$ cat config.mk
export PLATFORM = sky130hd
export DESIGN_NAME = vga_scan_compositor
export DESIGN_NICKNAME = d
export VERILOG_FILES = /design/src/rtl/vga_scan_compositor.sv
export SDC_FILE = /design/constraint.sdc
export NUM_CORES = 1
export LEC_CHECK = 0
export ABC_AREA = 1
export CAP_MARGIN = 40
export CORE_ASPECT_RATIO = 1.75
export CORE_MARGIN = 5
export CORE_UTILIZATION = 49
export DETAILED_ROUTE_END_ITERATION = 8
export PLACE_DENSITY = 0.86
export SLEW_MARGIN = 20
export SYNTH_ARGS = -nofsm -noshare
export SYNTH_HDL_FRONTEND = slang
export SYNTH_SLANG_ARGS = --single-unit
$ cat constraint.sdc
create_clock -name i_clk -period 2.65 [get_ports i_clk]
set_clock_uncertainty 0.2 [all_clocks]
set_input_delay 0.795 -clock i_clk [delete_from_list [all_inputs] [get_ports i_clk]]
set_output_delay 0.795 -clock i_clk [all_outputs]
set_load 0.02 [all_outputs]
$ cat src/rtl/vga_scan_compositor.sv
// rtl/vga_scan_compositor.sv - VGA raster generator with sticker-layer compositing
// Layer answers arrive LAYER_LAT enabled clocks after o_x/o_y; black (0/0/0) is transparent.
module vga_scan_compositor #(
  parameter int H_ACTIVE  = 640,
  parameter int H_FRONT   = 16,
  parameter int H_SYNC    = 96,
  parameter int H_BACK    = 48,
  parameter int V_ACTIVE  = 480,
  parameter int V_FRONT   = 10,
  parameter int V_SYNC    = 2,
  parameter int V_BACK    = 33,
  parameter int LAYER_LAT = 0
) (
  input  logic        i_clk,
  input  logic        i_rst_n,
  input  logic        i_en,
  input  logic [10:0] i_pos_x,
  input  logic [10:0] i_pos_y,
  input  logic [23:0] i_bg_rgb,
  input  logic [23:0] i_layer_rgb,
  output logic [10:0] o_x,
  output logic [10:0] o_y,
  output logic [10:0] o_sticker_x,
  output logic [10:0] o_sticker_y,
  output logic [7:0]  o_vga_r,
  output logic [7:0]  o_vga_g,
  output logic [7:0]  o_vga_b,
  output logic        o_hs,
  output logic        o_vs,
  output logic        o_blank_n,
  output logic        o_frame_start
);

  localparam logic [10:0] H_LAST = 11'(H_ACTIVE + H_FRONT + H_SYNC + H_BACK - 1);
  localparam logic [10:0] V_LAST = 11'(V_ACTIVE + V_FRONT + V_SYNC + V_BACK - 1);
  localparam logic [10:0] H_VIS  = 11'(H_ACTIVE);
  localparam logic [10:0] V_VIS  = 11'(V_ACTIVE);
  localparam logic [10:0] H_SS   = 11'(H_ACTIVE + H_FRONT);
  localparam logic [10:0] H_SE   = 11'(H_ACTIVE + H_FRONT + H_SYNC);
  localparam logic [10:0] V_SS   = 11'(V_ACTIVE + V_FRONT);
  localparam logic [10:0] V_SE   = 11'(V_ACTIVE + V_FRONT + V_SYNC);

  logic [10:0] h_cnt, v_cnt;
  logic        h_wrap, v_wrap;
  logic        active_0, hs_0, vs_0;
  logic [2:0]  dly_out;
  logic [23:0] pix;

  assign h_wrap = (h_cnt == H_LAST);
  assign v_wrap = (v_cnt == V_LAST);

  always_ff @(posedge i_clk or negedge i_rst_n) begin
    if (!i_rst_n) begin
      h_cnt <= '0;
      v_cnt <= '0;
    end else if (i_en) begin
      if (h_wrap) begin
        h_cnt <= '0;
        v_cnt <= v_wrap ? 11'd0 : v_cnt + 11'd1;
      end else begin
        h_cnt <= h_cnt + 11'd1;
      end
    end
  end

  assign active_0 = (h_cnt < H_VIS) && (v_cnt < V_VIS);
  assign hs_0     = !((h_cnt >= H_SS) && (h_cnt < H_SE));
  assign vs_0     = !((v_cnt >= V_SS) && (v_cnt < V_SE));
  assign o_x      = active_0 ? h_cnt : 11'd0;
  assign o_y      = active_0 ? v_cnt : 11'd0;

  // Timing bits ride alongside the layer's own latency so they meet its answer.
  generate
    if (LAYER_LAT == 0) begin : g_no_dly
      assign dly_out = {active_0, hs_0, vs_0};
    end else begin : g_dly
      logic [LAYER_LAT-1:0][2:0] dly_q;
      always_ff @(posedge i_clk or negedge i_rst_n) begin
        if (!i_rst_n) begin
          dly_q <= {LAYER_LAT{3'b011}};
        end else if (i_en) begin
          dly_q[0] <= {active_0, hs_0, vs_0};
          for (int i = 1; i < LAYER_LAT; i++) dly_q[i] <= dly_q[i-1];
        end
      end
      assign dly_out = dly_q[LAYER_LAT-1];
    end
  endgenerate

  assign pix = (i_layer_rgb == 24'd0) ? i_bg_rgb : i_layer_rgb;

  always_ff @(posedge i_clk or negedge i_rst_n) begin
    if (!i_rst_n) begin
      o_vga_r   <= '0;
      o_vga_g   <= '0;
      o_vga_b   <= '0;
      o_hs      <= 1'b1;
      o_vs      <= 1'b1;
      o_blank_n <= 1'b0;
    end else if (i_en) begin
      o_blank_n <= dly_out[2];
      o_hs      <= dly_out[1];
      o_vs      <= dly_out[0];
      o_vga_r   <= dly_out[2] ? pix[7:0]   : 8'd0;
      o_vga_g   <= dly_out[2] ? pix[15:8]  : 8'd0;
      o_vga_b   <= dly_out[2] ? pix[23:16] : 8'd0;
    end
  end

  // Positions are only sampled at vertical-blank start so a frame never tears.
  always_ff @(posedge i_clk or negedge i_rst_n) begin
    if (!i_rst_n) begin
      o_sticker_x   <= '0;
      o_sticker_y   <= '0;
      o_frame_start <= 1'b0;
    end else begin
      o_frame_start <= i_en && h_wrap && v_wrap;
      if (i_en && (h_cnt == 11'd0) && (v_cnt == V_VIS)) begin
        o_sticker_x <= i_pos_x;
        o_sticker_y <= i_pos_y;
      end
    end
  end

endmodule

* Word level (Yosys, flattened, before mapping)
Index checks and enable logic that the tools add are counted.
** Word-level totals
- Memories kept :: 0
- Flip-flop bits (word level) :: 72
- Word-level logic and storage cells :: 42
- RAM bits :: 0
- Bits in latches :: 0
- Bits of input ports :: 73
- ROM bits :: 0
- Output and inout port bits :: 72
** Cells by class
- Eq/ne operators :: 3
- Shift-type cells :: 0
- Divide/modulo/power cells :: 0
- Reductions and logical operators :: 12
- Muxes and demuxes :: 8
- Multipliers :: 0
- Bitwise operators :: 0
- Add/sub/neg operators :: 2
- $lt $le $gt $ge :: 6
** Operators with widths (count)
- $mux 11 :: 4
- $logic_not 24->1 :: 1
- $mux 24 :: 1
- $mux 8 :: 3
- $add 11x1->11 const B :: 2
- $eq 11x10->1 const B :: 2
- $lt 11x10->1 const B :: 2
- $lt 11x9->1 const B :: 2
- $eq 11x9->1 const B :: 1
- $ge 11x10->1 const B :: 1
- $ge 11x9->1 const B :: 1
- $logic_not 11->1 :: 1
- $logic_and 1x1->1 :: 7
- $logic_not 1->1 :: 2
- $reduce_and 2->1 :: 1

* Depth between registers and ports, before layout
- Depth after elaboration :: 3
- Mapped depth :: 9
- Mapped depth without buffers :: 8

* Least setup slack after synthesis
No wires, ideal clock.
- Path type :: reg2out
- From :: reg v_cnt[9]
- To :: out o_x[9]
- Path slack :: 0.365 ns
- Stages on the path, launching flop included :: 7
- Data required time :: 1.655 ns
- Path buffers :: 1
- Data arrival time :: 1.290 ns
- Path through :: dfrtp_1 > inv_1 > nand2_1 > nor2_1 > o211ai_2 > buf_2 > nor2_1
** Between the ends
- Word-level cells in the longest chain between the ends :: 3
** RTL lines
- start, declared :: line 43 : logic [10:0] h_cnt, v_cnt;
- start signal, assigned :: line 59 : v_cnt <= v_wrap ? 11'd0 : v_cnt + 11'd1;
- $lt 11x9->1 :: line 66 : assign active_0 = (h_cnt < H_VIS) && (v_cnt < V_VIS);
- $logic_and 1x1->1 :: line 66
- $mux 11 :: line 69 : assign o_x = active_0 ? h_cnt : 11'd0;
- end, declared :: line 21 : output logic [10:0] o_x,
Every way passes these cells.

* Final worst setup path
- From :: reg v_cnt[6]
- To :: out o_x[8]
The elaborated chain is that of the path after synthesis.

==> summary.txt <==
Run status
  • Status: finished, final reports clean

GRT
  • Number of global-route vias before repair: 4,277
  • Total GRT Usage: 23.52%
  • First-pass GRT wire length: 19.06 mm
  • Largest net degree at the start of global routing: 45
  • GR Overflow Total: 0
  • Antenna violations before repair: 0

Hold path
  • Hold Crit Class: primary input to asynchronous set/reset pin

Placement
  • Placed insts: 781
  • IO Port Bufs: 141
  • Pre-CTS WS: -0.02668 ns
  • HPWL after DPL: 9.388 mm
  • Placed cell areas: 5736 sq um
  • RD Place Congestion: 0.9220

Synthesis
  • Synth unique cells: 33
  • Cells after synthesis: 540
  • Ys Warns: 0
  • Register area share after synthesis: 43.96%
  • Number of synthesized flops with an enable pin: 0
  • Avg Cell Area, Syn: 7.600 sq um
  • Netlist Area Pre-Place: 4104 sq um
  • #FFs+latches synth: 72
  • Post-synth ARST share: 100.0%
  • Ys flop type: dfrtp_1

Layout
  • Fin util: 72.14%
  • Commonest non-fill, non-tap cells in the layout: 134 x nand2_1, 121 x clkdlybuf4s50_1, 100 x inv_1
  • Most common cell after layout, fill and taps aside: nand2_1
  • Area delta synth->final: 45.15%
  • Share of post-route cells with drive strength above 1: 15.18%
  • # diodes: 0
  • Nets: 777
  • Final instance area: 5957 sq um
  • Final std cells w/o fill: 797

Timing
  • Final period util: 96.19%
  • Actual slew at the worst max-slew pin: 0.5648 ns
  • Highest Clock Rate: 392.3 MHz
  • Min cycle time layout: 2.549 ns
  • Slew Limit Fails: 0
  • RSZ-0062 raised after global routing: true
  • # setup viols final: 0
  • Setup ws final: 0.1009 ns
  • Hold Violations, Final: 0
  • Slew HR: 62.34%

Clock network
  • Cts hold-fix bufs: 0
  • Clock Latency Late Sink: 0.33 ns
  • Clk buf depth: 2
  • Clk root buf: clkbuf_16
  • CTS tree: built
  • Cts bufs inserted: 9
  • Reg clk slew, reported paths: 0.05 ns
  • H-tree depth: 3
  • Clock Sinks: 72

Setup path
  • Critical Path AT: 1.55 ns
  • Critical path type: flop to output pin
  • Req. time, crit path: 1.66 ns
  • Crit-path max FO: 10
  • CP Capture Type: output pin
  • Startpoint types: flop

Flow run
  • Max-Cap Viols: 0

Die
  • Row cnt: 44
  • I/O pins: 145
  • Die Ht: 131.1 um
  • Core footprint: 8258 sq um
  • Initial Utilization: 49.70%
  • Die W: 79.18 um
  • Die Footprint: 10,380 sq um

Detailed routing
  • Drt total wl: 12.07 mm
  • Post-route DRC: 0
  • Total number of vias: 4,172
  • DR vias/cell: 5.235
  • Drt initial violations: 162
  • DRT Pass-1 Iters: 5
  • DRT antenna net count: 0
  • Wire per inst: 15.14 um

Power and ir drop
  • PD cells: 491.2 nW/um^2
  • VDD IR-drop max: 0.4538 mV
  • Leak Pwr: 3.092 nW
synthesized netlist by cell type, types with 5 or more instances:
| library cell | count | share of area (%) |
|---|---|---|
| a21oi_1 | 5 | 0.61 |
| nor3_1 | 5 | 0.61 |
| o21ai_1 | 5 | 0.61 |
| buf_6 | 5 | 1.4 |
| nand4_1 | 32 | 4.9 |
| nand2_1 | 134 | 12 |
| o21ai_0 | 11 | 1.3 |
| buf_2 | 8 | 0.98 |
| o21ai_2 | 22 | 4.7 |
| xor2_1 | 7 | 1.5 |
| nor2_1 | 52 | 4.8 |
| nand3_1 | 46 | 5.6 |
| clkbuf_1 | 5 | 0.46 |
| dfrtp_1 | 70 | 43 |
| inv_1 | 100 | 9.1 |
| buf_4 | 6 | 1.1 |
cell families after synthesis:
family	after synthesis	share of synthesized area, %
XOR/XNOR	7	1.494
AO/OA/AOI/OAI	46	7.896
buffers and inverters	126	13.29
flip-flops	72	43.96
other	1	0.09138
adder cells (fa/ha/maj)	4	1.220
AND/OR/NAND/NOR	284	32.04
critical path: stages, from the launching register on:
cell and delay [ns]:
dfrtp_1 0.38, nand2_2 0.09, inv_2 0.06, nand3_4 0.08
o211ai_2 0.14, buf_4 0.20, nor2_1 0.09, buf_2 0.17
layout make-up:
type	count	area (sq um)
clock buffers	10	229.0
inverters	102	385.4
multi-input cells	344	1764
repair buffers	171	1592
clock inverters	6	67.56
flip-flops and latches	72	1804
fillers	674	2301
well taps	92	115.1
report_power, final:
group | internal, W | leakage (nW) | switching [W]
Clock | 0.000731 | 0.139 | 0.000460
Sequential | 0.00117 | 0.941 | 0.0000790
Combinational | 0.000209 | 2.01 | 0.000277
path summary, 6_finish.rpt:
check	startpoint	end	cells past startpoint	slack (ns)
min in group i_clk	o_sticker_y[2]	o_sticker_y[2]	2	0.28
worst min-delay path	i_rst_n	v_cnt[7]	1	0.26
max in group asynchronous	i_rst_n	o_vs	2	1.29
worst min register to register	o_sticker_y[2]	o_sticker_y[2]	2	0.28
worst max register to register	v_cnt[1]	o_sticker_y[4]	8	0.64
worst max-delay path	v_cnt[6]	o_x[8]	7	0.10
metrics by stage:
step	hold WS, ns	setup TNS [ns]	total power, W
floorplan	0.2994	0	0.001490
detailed placement	0.2668	-0.04399	0.001745
finish	0.2582	0	0.002926
global placement	0.2629	0	0.001724
global route	0.2801	-0.01422	0.003071
CTS	0.2632	0	0.002952
metal layers:
| layer | wire length [um] | vias up | global-route usage, % | part of all wire (%) |
|---|---|---|---|---|
| li1 | - | 2010 | - | - |
| met1 | 4092 | 1925 | 23.25 | 34 |
| met2 | 6641 | 192 | 43.79 | 55 |
| met3 | 746 | 45 | 5.198 | 6.2 |
| met4 | 590 | 0 | 14.68 | 4.9 |
| met5 | 0 | - | 0 | 0 |
repair_timing:
| item | in CTS | in global routing |
|---|---|---|
| gates resized for setup | 69 | 14 |
| pin swaps | 0 | 1 |
| setup endpoints to repair | 19 | 18 |
| buffers inserted | 0 | 0 |
registers in the layout, indices dropped and copies added (netlist names):
name	count
h_cnt	11
o_sticker_x	11
o_sticker_y	11
v_cnt	11
o_vga_b	8
o_vga_g	8
o_vga_r	8
o_blank_n	1
o_frame_start	1
o_hs	1
o_vs	1
Note: power is estimated with default switching activity, not from simulation.
